$ cat config.mk
export PLATFORM = sky130hd
export DESIGN_NAME = set_edit_controller_flat
export DESIGN_NICKNAME = d
export VERILOG_FILES = /design/src/rtl/set_edit_controller_pkg.sv /design/src/rtl/set_edit_controller_if.sv /design/src/rtl/set_edit_controller_btn_sync_edge.sv /design/src/rtl/set_edit_controller.sv /design/src/flat_wrapper.sv
export SDC_FILE = /design/constraint.sdc
export NUM_CORES = 1
export LEC_CHECK = 0
export ABC_AREA = 0
export BUFFER_PORTS_ARGS = -buffer_cell sky130_fd_sc_hd__buf_2
export CORE_MARGIN = 4
export CORE_UTILIZATION = 40
export CTS_CLUSTER_SIZE = 16
export DETAILED_ROUTE_END_ITERATION = 16
export PLACE_DENSITY_LB_ADDON = 0.12
export SETUP_SLACK_MARGIN = 0.2
export SYNTH_ARGS = -nofsm -noshare
export SYNTH_HDL_FRONTEND = slang
export SYNTH_SLANG_ARGS = --single-unit
$ cat constraint.sdc
create_clock -name clk -period 2.8 [get_ports clk]
set_clock_uncertainty 0.05 [all_clocks]
set_input_delay 0.28 -clock clk [delete_from_list [all_inputs] [get_ports clk]]
set_output_delay 0.28 -clock clk [all_outputs]
set_load 0.005 [all_outputs]
$ cat src/rtl/set_edit_controller_pkg.sv
// Shared state encodings and default timing constants for the set9 edit controller.
// Counters are in ms ticks; CNT_W must be wide enough to hold the timeout.
package set_edit_controller_pkg;

  localparam int LONG_MS_DEF    = 1000;
  localparam int TIMEOUT_MS_DEF = 10000;
  localparam int BLINK_MS_DEF   = 250;
  localparam int CNT_W_DEF      = 14;

  localparam logic [2:0] ST_IDLE      = 3'd0;
  localparam logic [2:0] ST_HOLD_IN   = 3'd1;
  localparam logic [2:0] ST_EDIT      = 3'd2;
  localparam logic [2:0] ST_HOLD_EDIT = 3'd3;
  localparam logic [2:0] ST_COMMIT    = 3'd4;
  localparam logic [2:0] ST_ABORT     = 3'd5;

  typedef enum logic [2:0] {
    IDLE      = ST_IDLE,
    HOLD_IN   = ST_HOLD_IN,
    EDIT      = ST_EDIT,
    HOLD_EDIT = ST_HOLD_EDIT,
    COMMIT    = ST_COMMIT,
    ABORT     = ST_ABORT
  } state_t;

  function automatic logic isEditing(state_t s);
    return (s == EDIT) || (s == HOLD_EDIT);
  endfunction

endpackage

$ cat src/rtl/set_edit_controller_if.sv
// Button/tick inputs and set9 status outputs of the edit controller.
// master drives the buttons and tick; slave is the controller.
interface set_edit_controller_if;
  logic       tick_1ms;
  logic       btnC;
  logic       btnL;
  logic       btnR;
  logic [1:0] set9;
  logic [1:0] pending9;
  logic       edit_mode;
  logic       blink;
  logic       commit_pulse;
  logic       abort_pulse;

  modport master (
    output tick_1ms, btnC, btnL, btnR,
    input  set9, pending9, edit_mode, blink, commit_pulse, abort_pulse
  );

  modport slave (
    input  tick_1ms, btnC, btnL, btnR,
    output set9, pending9, edit_mode, blink, commit_pulse, abort_pulse
  );
endinterface

$ cat src/rtl/set_edit_controller_btn_sync_edge.sv
// Two-flop synchronizer plus edge register for one asynchronous button level.
// An input change is acted on at the 3rd clk edge; no backpressure.
module set_edit_controller_btn_sync_edge (
  input  logic clk,
  input  logic reset,
  input  logic btnIn,
  output logic level,
  output logic rise,
  output logic fall
);
  logic meta;
  logic synced;
  logic prev;

  always_ff @(posedge clk) begin
    if (reset) begin
      meta   <= 1'b0;
      synced <= 1'b0;
      prev   <= 1'b0;
    end else begin
      meta   <= btnIn;
      synced <= meta;
      prev   <= synced;
    end
  end

  assign level = synced;
  assign rise  = synced & ~prev;
  assign fall  = ~synced & prev;
endmodule

$ cat src/rtl/set_edit_controller.sv
// Abortable edit transaction for the 2-bit set9 register driven by btnC/btnL/btnR.
// set9 changes one clk after COMMIT; pulses are one cycle; inputs are never stalled.
module set_edit_controller
  import set_edit_controller_pkg::*;
#(
  parameter int LONG_MS    = LONG_MS_DEF,
  parameter int TIMEOUT_MS = TIMEOUT_MS_DEF,
  parameter int BLINK_MS   = BLINK_MS_DEF,
  parameter int CNT_W      = CNT_W_DEF
) (
  input logic                 clk,
  input logic                 reset,
  set_edit_controller_if.slave io
);
  localparam logic [CNT_W-1:0] LONG_C     = CNT_W'(LONG_MS);
  localparam logic [CNT_W-1:0] TIMEOUT_C  = CNT_W'(TIMEOUT_MS);
  localparam logic [CNT_W-1:0] BLINK_LAST = CNT_W'(BLINK_MS - 1);

  logic cLevel, cRise, cFall;
  logic lRise, rRise;
  logic [3:0] unusedLR;

  state_t state, nextState;
  logic [1:0] set9Q, pending9Q, pendNext;
  logic [CNT_W-1:0] holdCnt, idleCnt, blinkCnt;
  logic blinkQ;
  logic longFlag, anyRise;

  set_edit_controller_btn_sync_edge syncC (
    .clk(clk), .reset(reset), .btnIn(io.btnC),
    .level(cLevel), .rise(cRise), .fall(cFall)
  );
  set_edit_controller_btn_sync_edge syncL (
    .clk(clk), .reset(reset), .btnIn(io.btnL),
    .level(unusedLR[0]), .rise(lRise), .fall(unusedLR[1])
  );
  set_edit_controller_btn_sync_edge syncR (
    .clk(clk), .reset(reset), .btnIn(io.btnR),
    .level(unusedLR[2]), .rise(rRise), .fall(unusedLR[3])
  );

  assign longFlag = (holdCnt == LONG_C);
  assign anyRise  = cRise | lRise | rRise;

  // A fresh btnC press restarts the hold measurement; clear wins over a same-cycle tick.
  always_ff @(posedge clk) begin
    if (reset) begin
      holdCnt <= '0;
    end else if (cRise) begin
      holdCnt <= '0;
    end else if (io.tick_1ms && cLevel && (holdCnt != LONG_C)) begin
      holdCnt <= holdCnt + 1'b1;
    end
  end

  always_ff @(posedge clk) begin
    if (reset) begin
      idleCnt <= '0;
    end else if ((state != EDIT) || anyRise) begin
      idleCnt <= '0;
    end else if (io.tick_1ms && (idleCnt != TIMEOUT_C)) begin
      idleCnt <= idleCnt + 1'b1;
    end
  end

  always_comb begin
    nextState = state;
    pendNext  = pending9Q;
    unique case (state)
      IDLE: begin
        if (cRise) nextState = HOLD_IN;
      end
      HOLD_IN: begin
        if (longFlag) begin
          nextState = EDIT;
          pendNext  = set9Q;
        end else if (cFall) begin
          nextState = IDLE;
        end
      end
      EDIT: begin
        // btnC wins; an L/R edge in the timeout cycle counts as activity and holds off the abort.
        if (cRise) begin
          nextState = HOLD_EDIT;
        end else if (lRise || rRise) begin
          pendNext = pending9Q ^ {lRise, rRise};
        end else if (idleCnt == TIMEOUT_C) begin
          nextState = ABORT;
        end
      end
      HOLD_EDIT: begin
        if (longFlag) nextState = ABORT;
        else if (cFall) nextState = COMMIT;
      end
      COMMIT: nextState = IDLE;
      ABORT: begin
        nextState = IDLE;
        pendNext  = set9Q;
      end
      default: nextState = IDLE;
    endcase
  end

  always_ff @(posedge clk) begin
    if (reset) begin
      state     <= IDLE;
      set9Q     <= 2'b00;
      pending9Q <= 2'b00;
    end else begin
      state     <= nextState;
      pending9Q <= pendNext;
      if (state == COMMIT) set9Q <= pending9Q;
    end
  end

  // Blink restarts high on edit entry and runs across EDIT/HOLD_EDIT.
  always_ff @(posedge clk) begin
    if (reset) begin
      blinkQ   <= 1'b0;
      blinkCnt <= '0;
    end else if ((state == HOLD_IN) && (nextState == EDIT)) begin
      blinkQ   <= 1'b1;
      blinkCnt <= '0;
    end else if (isEditing(nextState)) begin
      if (io.tick_1ms) begin
        if (blinkCnt == BLINK_LAST) begin
          blinkCnt <= '0;
          blinkQ   <= ~blinkQ;
        end else begin
          blinkCnt <= blinkCnt + 1'b1;
        end
      end
    end else begin
      blinkQ   <= 1'b0;
      blinkCnt <= '0;
    end
  end

  assign io.set9         = set9Q;
  assign io.pending9     = pending9Q;
  assign io.edit_mode    = isEditing(state);
  assign io.blink        = blinkQ;
  assign io.commit_pulse = (state == COMMIT);
  assign io.abort_pulse  = (state == ABORT);
endmodule

$ cat src/flat_wrapper.sv
// flat-port wrapper written by rule: the top's interface ports become plain ports
module set_edit_controller_flat import set_edit_controller_pkg::*;
#(
  parameter int LONG_MS    = LONG_MS_DEF,
  parameter int TIMEOUT_MS = TIMEOUT_MS_DEF,
  parameter int BLINK_MS   = BLINK_MS_DEF,
  parameter int CNT_W      = CNT_W_DEF
)
  (clk, reset, io_tick_1ms, io_btnC, io_btnL, io_btnR, io_set9, io_pending9, io_edit_mode, io_blink, io_commit_pulse, io_abort_pulse);
  set_edit_controller_if io_i ();
  input logic clk;
  input logic reset;
  input wire logic [$bits(io_i.tick_1ms)-1:0] io_tick_1ms;
  input wire logic [$bits(io_i.btnC)-1:0] io_btnC;
  input wire logic [$bits(io_i.btnL)-1:0] io_btnL;
  input wire logic [$bits(io_i.btnR)-1:0] io_btnR;
  output wire logic [$bits(io_i.set9)-1:0] io_set9;
  output wire logic [$bits(io_i.pending9)-1:0] io_pending9;
  output wire logic [$bits(io_i.edit_mode)-1:0] io_edit_mode;
  output wire logic [$bits(io_i.blink)-1:0] io_blink;
  output wire logic [$bits(io_i.commit_pulse)-1:0] io_commit_pulse;
  output wire logic [$bits(io_i.abort_pulse)-1:0] io_abort_pulse;
  assign io_i.tick_1ms = io_tick_1ms;
  assign io_i.btnC = io_btnC;
  assign io_i.btnL = io_btnL;
  assign io_i.btnR = io_btnR;
  assign io_set9 = io_i.set9;
  assign io_pending9 = io_i.pending9;
  assign io_edit_mode = io_i.edit_mode;
  assign io_blink = io_i.blink;
  assign io_commit_pulse = io_i.commit_pulse;
  assign io_abort_pulse = io_i.abort_pulse;
  set_edit_controller #(.LONG_MS(LONG_MS), .TIMEOUT_MS(TIMEOUT_MS), .BLINK_MS(BLINK_MS), .CNT_W(CNT_W)) u_core (.clk(clk), .reset(reset), .io(io_i));
endmodule
==> impl_metrics.json <==
{
  "port_buffers": 13,
  "dr.pass1.iters": 4,
  "synthCells": 302,
  "viasPerCell": 4.93,
  "fin_ws_ps": 488,
  "post_cts_buffers": 0,
  "die_y_um": 89.5,
  "gp_congestion": 0.751,
  "seqCellArea_um2": 1180,
  "hold_viol": 0,
  "antenna_found_initial": 0,
  "clk-insertion-delay-late_ps": 330,
  "syn_area_um2": 2660,
  "numCtsBuffers": 9,
  "min_from": "io_btnL",
  "grt_usage": 0.139,
  "cts-root-buf": "clkbuf_8",
  "worst_slew_pin_slew_ps": 675,
  "setup_viol": 0,
  "clk_path_buf_depth": 2,
  "crit_path_end_kind": "flop",
  "vias": 1982,
  "rsz0062_at_grt": "false",
  "yosys.area.top_type": "dfxtp_1",
  "die_x_um": 89.5,
  "cts_hold_repair.buffers": 0,
  "max-cap-violations": 0,
  "synth_area_leaders": "dfxtp_1 44%, xor2_1 7.9%, nor2_1 7.6%, xnor2_1 4.3%, nand2_1 3.7%",
  "p_total_mw": 1.64,
  "synth_nets": 314,
  "yosys_most_used_dff": "dfxtp_1",
  "antenna_cells": 0,
  "initial_core_util": 0.416,
  "vdd.ir_drop.worst_mv": 0.257,
  "setup_tns_ps": 0,
  "cts.sinks": 59,
  "ctsResizeCount": 0,
  "grt_max_degree": 20,
  "dieArea_um2": 8000,
  "regToRegEndpoint": "u_core.blinkCnt[9]",
  "synthToLayoutAreaGrowth_pct": 12.5,
  "r2r-start": "u_core.holdCnt[0]",
  "post_drt_wl_per_cell_um": 11.8,
  "fin_crit_sh": 0.826,
  "drive_gt1_frac": 0.114,
  "postRouteAntennaNets": 0,
  "outcome": "complete, no violations",
  "core-area_um2": 6390,
  "ys_ff_latch": 59,
  "ys.warnings.count": 0,
  "multi_input_area_um2": 1400,
  "cts_tree": "done",
  "final_cell_mix": "59 x dfxtp_1, 54 x nor2_1, 26 x nand2_1",
  "ys_types": 41,
  "drc": 0,
  "rows": 29,
  "ys_seq_area_frac": 0.445,
  "netlist.area_leader.share": 0.445,
  "min_to": "u_core.syncL.meta",
  "min_period_ps": 2310,
  "slew_headroom": 0.550,
  "fin_nets": 332,
  "finalNonFillerCells": 402,
  "critical_path_required_ps": 2940,
  "layout_commonest_cell": "dfxtp_1",
  "h-tree-depth": 3,
  "top_level_ports": 14,
  "worst_ep_arrival_time_ps": 2450,
  "cts.clk_slew.worst_paths_ps": 60,
  "syn_area_per_cell_um2": 8.79,
  "nFillCells": 641,
  "reg2reg_slack_ps": 490,
  "place_ws_ps": 470,
  "ys_async_sr_fraction": 0,
  "routed_wl_mm": 4.74,
  "post_dp_cell_area_um2": 2790,
  "final_cell_area_um2": 2990,
  "grt_overflow_total": 0,
  "whs_path_depth": 2,
  "dp_cells": 386,
  "cp-start-kind": "flop",
  "grt_first_pass_wirelength_mm": 8.48,
  "drtIter0Drc": 64,
  "synth_edf_count": 0,
  "maxSlewViolCount": 0,
  "min_path_type": "in2reg",
  "grt_pass1_vias": 1873,
  "critPathMaxFanout": 14,
  "post-dp-hpwl_mm": 3.30,
  "power_density_nw_per_um2": 549,
  "fmax_ghz": 0.433,
  "critPathKind": "reg2reg",
  "p_leak_nw": 1.02,
  "rr_worst_depth": 7
}
==> routing by layer <==
metal	track usage	routed length [um]	vias to the layer above
met3	0.0452	172	9
met4	0.0650	82	0
li1	-	-	1063
met2	0.206	1980	18
met1	0.183	2510	892
met5	0	0	-
==> stage by stage <==
stage	util	hold slack, ps
floorplan	-	358
detailed placement	0.438	378
global placement	0.438	366
finish	0.468	106
CTS	0.468	88.2
global route	0.468	114
==> cell usage after synthesis (3+ instances only) <==
library cell and number:
a21oi_1 7, and2_1 3, and3_1 3, clkbuf_1 6, dfxtp_1 59, ha_1 6
inv_1 10, mux2i_1 6, nand2_1 26, nand2b_1 4, nand3_1 9, nand4_1 15
nor2_1 54, nor2b_1 13, nor3_1 8, o21ai_0 6, or3_1 4, xnor2_1 13
xor2_1 24
==> where the power goes <==
| group | switching, mW | total [mW] | internal [mW] |
|---|---|---|---|
| Combinational | 0.0208 | 0.0330 | 0.0122 |
| Clock | 0.326 | 0.756 | 0.430 |
| Sequential | 0.00435 | 0.850 | 0.846 |
| Total | 0.351 | 1.64 | 1.29 |
==> critical path, stage by stage, from the launching register on <==
cell	delay, ps
dfxtp_1	340
inv_1	70
ha_1	130
or4b_4	460
nor4_4	340
nor3b_2	100
o2111ai_2	570
nor2_1	110
==> cell families (layout without fill, tap and decap cells) <==
kind of cell    after synthesis  after routing  share of synthesized area
compound gates               23             23                     0.0575
xor+xnor                     37             37                      0.122
fa+ha+maj                     6              6                     0.0283
buf+inv                      18             41                     0.0283
flops                        59             59                      0.445
mux                           6              6                     0.0226
simple gates                153            153                      0.296
==> layout make-up <==
class	count	share of cell area
multi-input cells	225	0.468
flip-flops and latches	59	0.395
clock buffers	11	0.0473
well taps	77	0.0322
repair buffers	15	0.0268
clock inverters	5	0.0176
inverters	10	0.0126
==> worst max-delay path by stage <==
stage / start / to / slack (ps) / cells after the start
after floorplan: u_core.holdCnt[0] / u_core.blinkCnt[0] / 650 / 8
after global placement: u_core.holdCnt[0] / u_core.blinkCnt[1] / 530 / 7
after detailed placement: u_core.holdCnt[0] / u_core.blinkCnt[7] / 470 / 7
after CTS: u_core.holdCnt[0] / u_core.blinkCnt[9] / 460 / 7
after global routing: u_core.holdCnt[0] / u_core.blinkCnt[11] / 310 / 7
final: u_core.holdCnt[0] / u_core.blinkCnt[9] / 490 / 7
==> sequential cells by signal, indices dropped and copies added, names as in the netlist <==
signal and flops:
u_core.blinkCnt 14, u_core.holdCnt 14, u_core.idleCnt 14, u_core.io.blink 1
u_core.io.pending9 2, u_core.io.set9 2, u_core.state 3, u_core.syncC.level 1
u_core.syncC.meta 1, u_core.syncC.prev 1, u_core.syncL.level 1, u_core.syncL.meta 1
u_core.syncL.prev 1, u_core.syncR.level 1, u_core.syncR.meta 1, u_core.syncR.prev 1
(Power assumes the default switching activity.)
